$ cat config.mk
export PLATFORM = sky130hd
export DESIGN_NAME = edge_hgrad_engine
export DESIGN_NICKNAME = d
export VERILOG_FILES = /design/src/rtl/edge_pkg.sv /design/src/rtl/edge_hgrad_word.sv /design/src/rtl/edge_hgrad_engine.sv
export SDC_FILE = /design/constraint.sdc
export NUM_CORES = 1
export LEC_CHECK = 0
export BUFFER_PORTS_ARGS = -buffer_cell sky130_fd_sc_hd__buf_2
export CORE_ASPECT_RATIO = 1.1
export CORE_UTILIZATION = 34
export CTS_CLUSTER_DIAMETER = 200
export DETAILED_ROUTE_END_ITERATION = 12
export GPL_ROUTABILITY_DRIVEN = 0
export PLACE_DENSITY = 0.63
export REMOVE_ABC_BUFFERS = 1
export SKIP_LAST_GASP = 1
export SYNTH_ARGS = -nofsm -noshare
export SYNTH_HDL_FRONTEND = slang
export SYNTH_SLANG_ARGS = --single-unit
$ cat constraint.sdc
create_clock -name clk_i -period 9.1 [get_ports clk_i]
set_input_delay 0.455 -clock clk_i [delete_from_list [all_inputs] [get_ports clk_i]]
set_output_delay 0.455 -clock clk_i [all_outputs]
set_load 0.02 [all_outputs]
$ cat src/rtl/edge_pkg.sv
// Shared types and constants for the horizontal-gradient edge engine.
// Latency: n/a (types, constants and a pure helper function only).
// Backpressure: n/a.
package edge_pkg;

  localparam int PixelW     = 8;
  localparam int PixPerWord = 4;

  typedef enum logic [2:0] {
    ST_IDLE,
    ST_RD_REQ,
    ST_RD_WAIT,
    ST_WR_REQ,
    ST_WR_WAIT,
    ST_DONE
  } edge_state_e;

  // Words per row: a partially filled last word still costs a full word.
  function automatic logic [15:0] ceil_div4(input logic [15:0] n);
    return 16'((17'(n) + 17'd3) >> 2);
  endfunction

endpackage

$ cat src/rtl/edge_hgrad_word.sv
// Per-word horizontal gradient magnitude and threshold, four 8-bit lanes.
// Latency: purely combinational, zero cycles.
// Backpressure: none; the caller decides when the result is captured.
module edge_hgrad_word
  import edge_pkg::*;
(
  input  logic [31:0] word_i,
  input  logic [7:0]  prev_i,
  input  logic        row_first_i,
  input  logic [7:0]  thresh_i,
  output logic [31:0] result_o,
  output logic [7:0]  prev_o
);

  logic [PixelW-1:0] lane0_left;
  logic [31:0]       left_vec;

  // At the start of a row lane 0 is compared with itself so its gradient is 0.
  assign lane0_left = row_first_i ? word_i[7:0] : prev_i;
  // Left neighbour of lane k sits at byte k of this vector.
  assign left_vec   = {word_i[23:0], lane0_left};

  for (genvar k = 0; k < PixPerWord; k++) begin : g_lane
    logic [PixelW-1:0] pix;
    logic [PixelW-1:0] left;
    logic signed [8:0] diff;
    logic [PixelW-1:0] mag;

    assign pix  = word_i[k*PixelW +: PixelW];
    assign left = left_vec[k*PixelW +: PixelW];
    assign diff = $signed({1'b0, pix}) - $signed({1'b0, left});
    assign mag  = diff[8] ? 8'(-diff) : diff[7:0];
    // A zero threshold passes the raw magnitude through.
    assign result_o[k*PixelW +: PixelW] =
        (thresh_i == 8'd0) ? mag : ((mag >= thresh_i) ? 8'hFF : 8'h00);
  end

  // Lane 3 feeds lane 0 of the next word in the same row.
  assign prev_o = word_i[31:24];

endmodule

$ cat src/rtl/edge_hgrad_engine.sv
// Walks a greyscale image over OBI, writing thresholded horizontal gradients.
// Latency: 4 cycles per word minimum (read req, read rsp, write req, write rsp).
// Backpressure: request held stable until gnt; one transaction outstanding.
module edge_hgrad_engine
  import edge_pkg::*;
#(
  parameter logic [31:0] OutOffset = 32'h0000_1000,
  parameter logic [7:0]  Threshold = 8'd32
) (
  input  logic        clk_i,
  input  logic        rst_ni,
  input  logic        start_i,
  input  logic        clear_i,
  output logic        done_o,
  output logic        busy_o,
  output logic        err_o,
  input  logic [31:0] img_base_addr_i,
  input  logic [15:0] img_width_i,
  input  logic [15:0] img_height_i,
  output logic        obi_req_o,
  input  logic        obi_gnt_i,
  output logic [31:0] obi_addr_o,
  output logic        obi_we_o,
  output logic [3:0]  obi_be_o,
  output logic [31:0] obi_wdata_o,
  input  logic        obi_rvalid_i,
  input  logic [31:0] obi_rdata_i,
  input  logic        obi_err_i
);

  edge_state_e state_q, state_d;

  logic [31:0] base_q;
  logic [15:0] wpr_q;
  logic [15:0] height_q;
  logic [15:0] col_q;
  logic [15:0] row_q;
  logic [29:0] idx_q;
  logic [7:0]  prev_q;
  logic [31:0] result_q;
  logic        abort_q;
  logic        err_q;

  logic [31:0] grad_word;
  logic [7:0]  grad_prev;
  logic        idle_like;
  logic        start_acc;
  logic        zero_dim;
  logic        col_wrap;
  logic        last_word;
  logic        abort_now;
  logic        row_first;
  logic [31:0] word_off;

  assign idle_like = (state_q == ST_IDLE) || (state_q == ST_DONE);
  // Clear beats start when both arrive together.
  assign start_acc = idle_like && start_i && !clear_i;
  assign zero_dim  = (img_width_i == 16'd0) || (img_height_i == 16'd0);
  assign col_wrap  = (col_q == wpr_q - 16'd1);
  assign last_word = col_wrap && (row_q == height_q - 16'd1);
  // A clear arriving in the very cycle of a response aborts immediately.
  assign abort_now = abort_q || clear_i;
  assign row_first = (col_q == 16'd0);
  assign word_off  = {idx_q, 2'b00};

  assign busy_o   = !idle_like;
  assign done_o   = (state_q == ST_DONE);
  assign err_o    = err_q;
  assign obi_be_o = 4'hF;

  edge_hgrad_word u_word (
    .word_i      (obi_rdata_i),
    .prev_i      (prev_q),
    .row_first_i (row_first),
    .thresh_i    (Threshold),
    .result_o    (grad_word),
    .prev_o      (grad_prev)
  );

  // State register.
  always_ff @(posedge clk_i) begin
    if (!rst_ni) begin
      state_q <= ST_IDLE;
    end else begin
      state_q <= state_d;
    end
  end

  // Next state and OBI request outputs; outputs depend only on registered state.
  always_comb begin
    state_d     = state_q;
    obi_req_o   = 1'b0;
    obi_we_o    = 1'b0;
    obi_addr_o  = 32'h0;
    obi_wdata_o = 32'h0;
    unique case (state_q)
      ST_IDLE, ST_DONE: begin
        if (clear_i) begin
          state_d = ST_IDLE;
        end else if (start_i) begin
          state_d = zero_dim ? ST_DONE : ST_RD_REQ;
        end
      end
      ST_RD_REQ: begin
        obi_req_o  = 1'b1;
        obi_addr_o = (base_q + word_off) & 32'hFFFF_FFFC;
        if (obi_gnt_i) begin
          state_d = ST_RD_WAIT;
        end
      end
      ST_RD_WAIT: begin
        if (obi_rvalid_i) begin
          if (abort_now) begin
            state_d = ST_IDLE;
          end else if (obi_err_i) begin
            state_d = ST_DONE;
          end else begin
            state_d = ST_WR_REQ;
          end
        end
      end
      ST_WR_REQ: begin
        obi_req_o   = 1'b1;
        obi_we_o    = 1'b1;
        obi_addr_o  = (base_q + OutOffset + word_off) & 32'hFFFF_FFFC;
        obi_wdata_o = result_q;
        if (obi_gnt_i) begin
          state_d = ST_WR_WAIT;
        end
      end
      ST_WR_WAIT: begin
        if (obi_rvalid_i) begin
          if (abort_now) begin
            state_d = ST_IDLE;
          end else if (obi_err_i || last_word) begin
            state_d = ST_DONE;
          end else begin
            state_d = ST_RD_REQ;
          end
        end
      end
      default: state_d = ST_IDLE;
    endcase
  end

  // Job registers, position counters, result capture, abort and error flags.
  always_ff @(posedge clk_i) begin
    if (!rst_ni) begin
      base_q   <= 32'h0;
      wpr_q    <= 16'h0;
      height_q <= 16'h0;
      col_q    <= 16'h0;
      row_q    <= 16'h0;
      idx_q    <= 30'h0;
      prev_q   <= 8'h0;
      result_q <= 32'h0;
      abort_q  <= 1'b0;
      err_q    <= 1'b0;
    end else begin
      if (start_acc) begin
        base_q   <= img_base_addr_i;
        wpr_q    <= ceil_div4(img_width_i);
        height_q <= img_height_i;
        col_q    <= 16'h0;
        row_q    <= 16'h0;
        idx_q    <= 30'h0;
        prev_q   <= 8'h0;
        err_q    <= 1'b0;
      end

      if (clear_i) begin
        err_q <= 1'b0;
        if (!idle_like) begin
          abort_q <= 1'b1;
        end
      end

      if (state_q == ST_RD_WAIT && obi_rvalid_i) begin
        if (obi_err_i) begin
          err_q <= 1'b1;
        end else begin
          result_q <= grad_word;
          prev_q   <= grad_prev;
        end
      end

      if (state_q == ST_WR_WAIT && obi_rvalid_i) begin
        if (obi_err_i) begin
          err_q <= 1'b1;
        end else if (!last_word && !abort_now) begin
          idx_q <= idx_q + 30'd1;
          if (col_wrap) begin
            col_q <= 16'h0;
            row_q <= row_q + 16'd1;
          end else begin
            col_q <= col_q + 16'd1;
          end
        end
      end

      // Any return to idle retires a pending abort.
      if (state_d == ST_IDLE) begin
        abort_q <= 1'b0;
      end
    end
  end

endmodule

==> key figures <==
Global route
  • Total congestion overflow: 0
  • Total Routing Usage GR: 18.1%
  • Largest net degree at the start of global routing: 75
  • Initial antenna violation count: 0
  • First-pass GRT wire length: around 56 mm
  • Vias in the first global route: around 11k

Logic synthesis
  • Register area share after synthesis: between 20% and 30%
  • Count leader, synth: nand2_1
  • Cell Area, Synth: 12600 um2
  • Synth area leader: dfxtp_1
  • Synth warn: 0
  • Ys flop type: dfxtp_1
  • Post-Synth Adder-Cell Area: between 10 and 15%
  • Largest family of logic cells by synthesized area: simple AND/OR/NAND/NOR gates
  • Syn avg cell area: between 7 and 8 um2
  • Cell count after synthesis: roughly 1.7k
  • Top cells by area, synth: dfxtp_1 (22%), ha_1 (9.5%), nand2_1 (6.4%), a21oi_1 (5.8%), fa_1 (5.1%)
  • Number of enable flip-flop cells after synthesis: 0
  • Async S/R FF share, synth: 0%
  • Simple-Gate Fraction of Synth Area: between 20% and 30%
  • Seq cells post-synth: 140
  • Commonest cells in the netlist: nand2_1 (214), a21oi_1 (145), nor2_1 (145), dfxtp_1 (140), ha_1 (96)
  • Mux cell area share after synthesis: under 10%
  • Synth Area in Compound Gates: roughly 20%
  • Synth top area share: roughly 22%
  • Post-synthesis xor/xnor area fraction: between 8 and 9%
  • Synth cell types: 86

Timing
  • Worst Hold Slack: around 260 ps
  • Final setup violation count: 0
  • Fin Setup TNS: 0 ps
  • Fmax: between 200 and 250 MHz
  • Final Skew: 10.7 ps
  • Worst Tran Pin Value: about 1200 ps
  • Unrepaired setup endpoints after global routing: no
  • Final hold violations: 0
  • Period minus WS final: between 4000 and 5000 ps
  • Max-slew violations: 0
  • Slew margin rel.: 16.7%
  • Fin crit share: 53.6%
  • Final worst setup slack: between 4000 and 5000 ps

Finish
  • Post-route cell area: about 14000 um2
  • Diodes inserted: 0
  • Area grow syn2layout: 12.0%
  • Share of layout cells above drive strength 1: 13.9%
  • Final #Nets: between 1.5k and 2k

Setup path
  • Critical path fanouts, max: 5
  • CP Data Required Time: roughly 8700 ps
  • Reg2reg setup slack: roughly 5000 ps
  • Critical path arrival: 4420 ps
  • Worst Setup Start Kind: register
  • CP Class: reg2out
  • Nature of the critical path endpoint: output pin

Routing
  • # DRC: 0
  • Drt total wl: around 34 mm
  • ANT nets after route: 0
  • WL/cell: roughly 15 um
  • Initial detailed-routing violation count: between 500 and 600
  • Via Count: approximately 12k
  • Via/cell ratio: roughly 5.3
  • Pre-antenna DRT Iters: 5

Clocking
  • Post-CTS sizing: 0
  • # Post-CTS Setup Buffers: 0
  • TritonCTS clock tree: done
  • Number of buffers created by CTS: 17
  • H-tree levels: 4
  • CTS Hold Bufs: 0
  • Root buffer cell: clkbuf_16
  • Reg clk slew, reported paths: ~70 ps
  • Clock latency on the worst-skew pair: between 400 and 500 ps
  • Clock Tree Buf Depth: 2
  • CTS Sinks: 140

Floorplan
  • Die X: roughly 190 um
  • Die Span Y: 204 um
  • # rows: between 70 and 80
  • Die area: roughly 38000 um2
  • # IOs: around 180
  • Core area: approximately 36000 um2
  • Initial Util: 34.7%

Worst hold path
  • Worst hold path type: in2reg

Placed design
  • DP Wirelength: about 26 mm
  • DP Area: roughly 14000 um2
  • Pre-CTS setup slack: between 4000 and 5000 ps
  • Buffers on Ports: about 170

Power
  • IR drop worst, VDD: around 120 uV
  • Leakage: roughly 5.9 nW
  • Total power: about 0.0017 W
  • Pwr Density: about 120 nW/um2

Run
  • Max-cap check violation count: 0

Outcome
  • Status: finished, final reports clean
[sequential cells by signal, summed over array words and instances, names as in the netlist, 4 cells and up]
| register | count |
|---|---|
| base_q | 30 |
| col_q | 16 |
| height_q | 16 |
| idx_q | 30 |
| prev_q | 8 |
| result_q | 4 |
| row_q | 16 |
| wpr_q | 15 |
[cell usage in the layout (no fill, tap or decap), drive strengths merged, types with 7 or more instances in the layout]
master	instances
o2111ai	8
nor2	146
o21ai	62
o22ai	9
mux2i	12
and2	12
xor2	58
a21o	17
nor2b	11
nor3b	11
nor3	33
nand2b	15
o31ai	9
and3	24
or4	11
nand3	56
a31oi	36
xnor2	69
dfxtp	140
buf	174
ha	96
inv	85
o21a	12
or3	25
fa	32
o21bai	13
clkbuf	20
nand2	215
a21boi	8
o41ai	9
a211oi	28
nand4	26
or2	8
o211ai	15
nor4b	7
a21oi	145
nor4	19
[per-stage QoR]
stage	instances	util, %
detailed placement	2212	37.3
CTS	2244	38.9
global route	2244	38.9
floorplan	1551	-
finish	2244	38.9
global placement	2212	37.3
[cell type report]
class	instances	area (um2)
clock buffers	20	447
clock inverters	12	138
fillers	3874	22200
inverters	83	313
multi-input cells	1328	8930
flip-flops and latches	140	2800
well taps	487	609
repair buffers	174	888
[kinds of logic after synthesis]
kind of cell / Yosys count
AO/OA/AOI/OAI: 406
XOR/XNOR: 127
adder cells (fa/ha/maj): 128
buffers and inverters: 189
flip-flops: 140
multiplexers: 18
other: 2
AND/OR/NAND/NOR: 643
[critical path, stage by stage, from the launching register on]
cell	delay, ps
dfxtp_1	370
ha_1	210
inv_1	60
fa_1	580
nor2b_1	80
o21ai_0	230
or4b_2	610
o21ai_0	140
nor3_1	160
o41ai_1	620
a21oi_1	160
mux2_2	320
nand4_1	70
nor3b_1	190
buf_2	200
[power by group]
part	total [W]	internal, W	switching, W
clock network	0.000700	0.000414	0.000287
registers	0.000655	0.000631	0.0000239
logic	0.000368	0.000148	0.000220
[routing by layer]
metal | share of wire (%) | track usage [%]
met4 | 1.8 | 6.09
met1 | 45 | 22.6
met5 | 0 | 0
met2 | 49 | 31.8
met3 | 3.8 | 2.44
[final timing paths]
kind / start / endpoint / depth (start not counted)
max: idx_q[11]$_SDFF_PN0_ / obi_addr_o[31] / 14
min: img_base_addr_i[26] / base_q[26]$_SDFFE_PN0P_ / 3
max reg2reg: height_q[2]$_SDFFE_PN0P_ / col_q[2]$_SDFF_PN0_ / 10
min reg2reg: result_q[30]$_SDFFE_PN0P_ / result_q[30]$_SDFFE_PN0P_ / 2
Power figures use the tool's default switching activity.
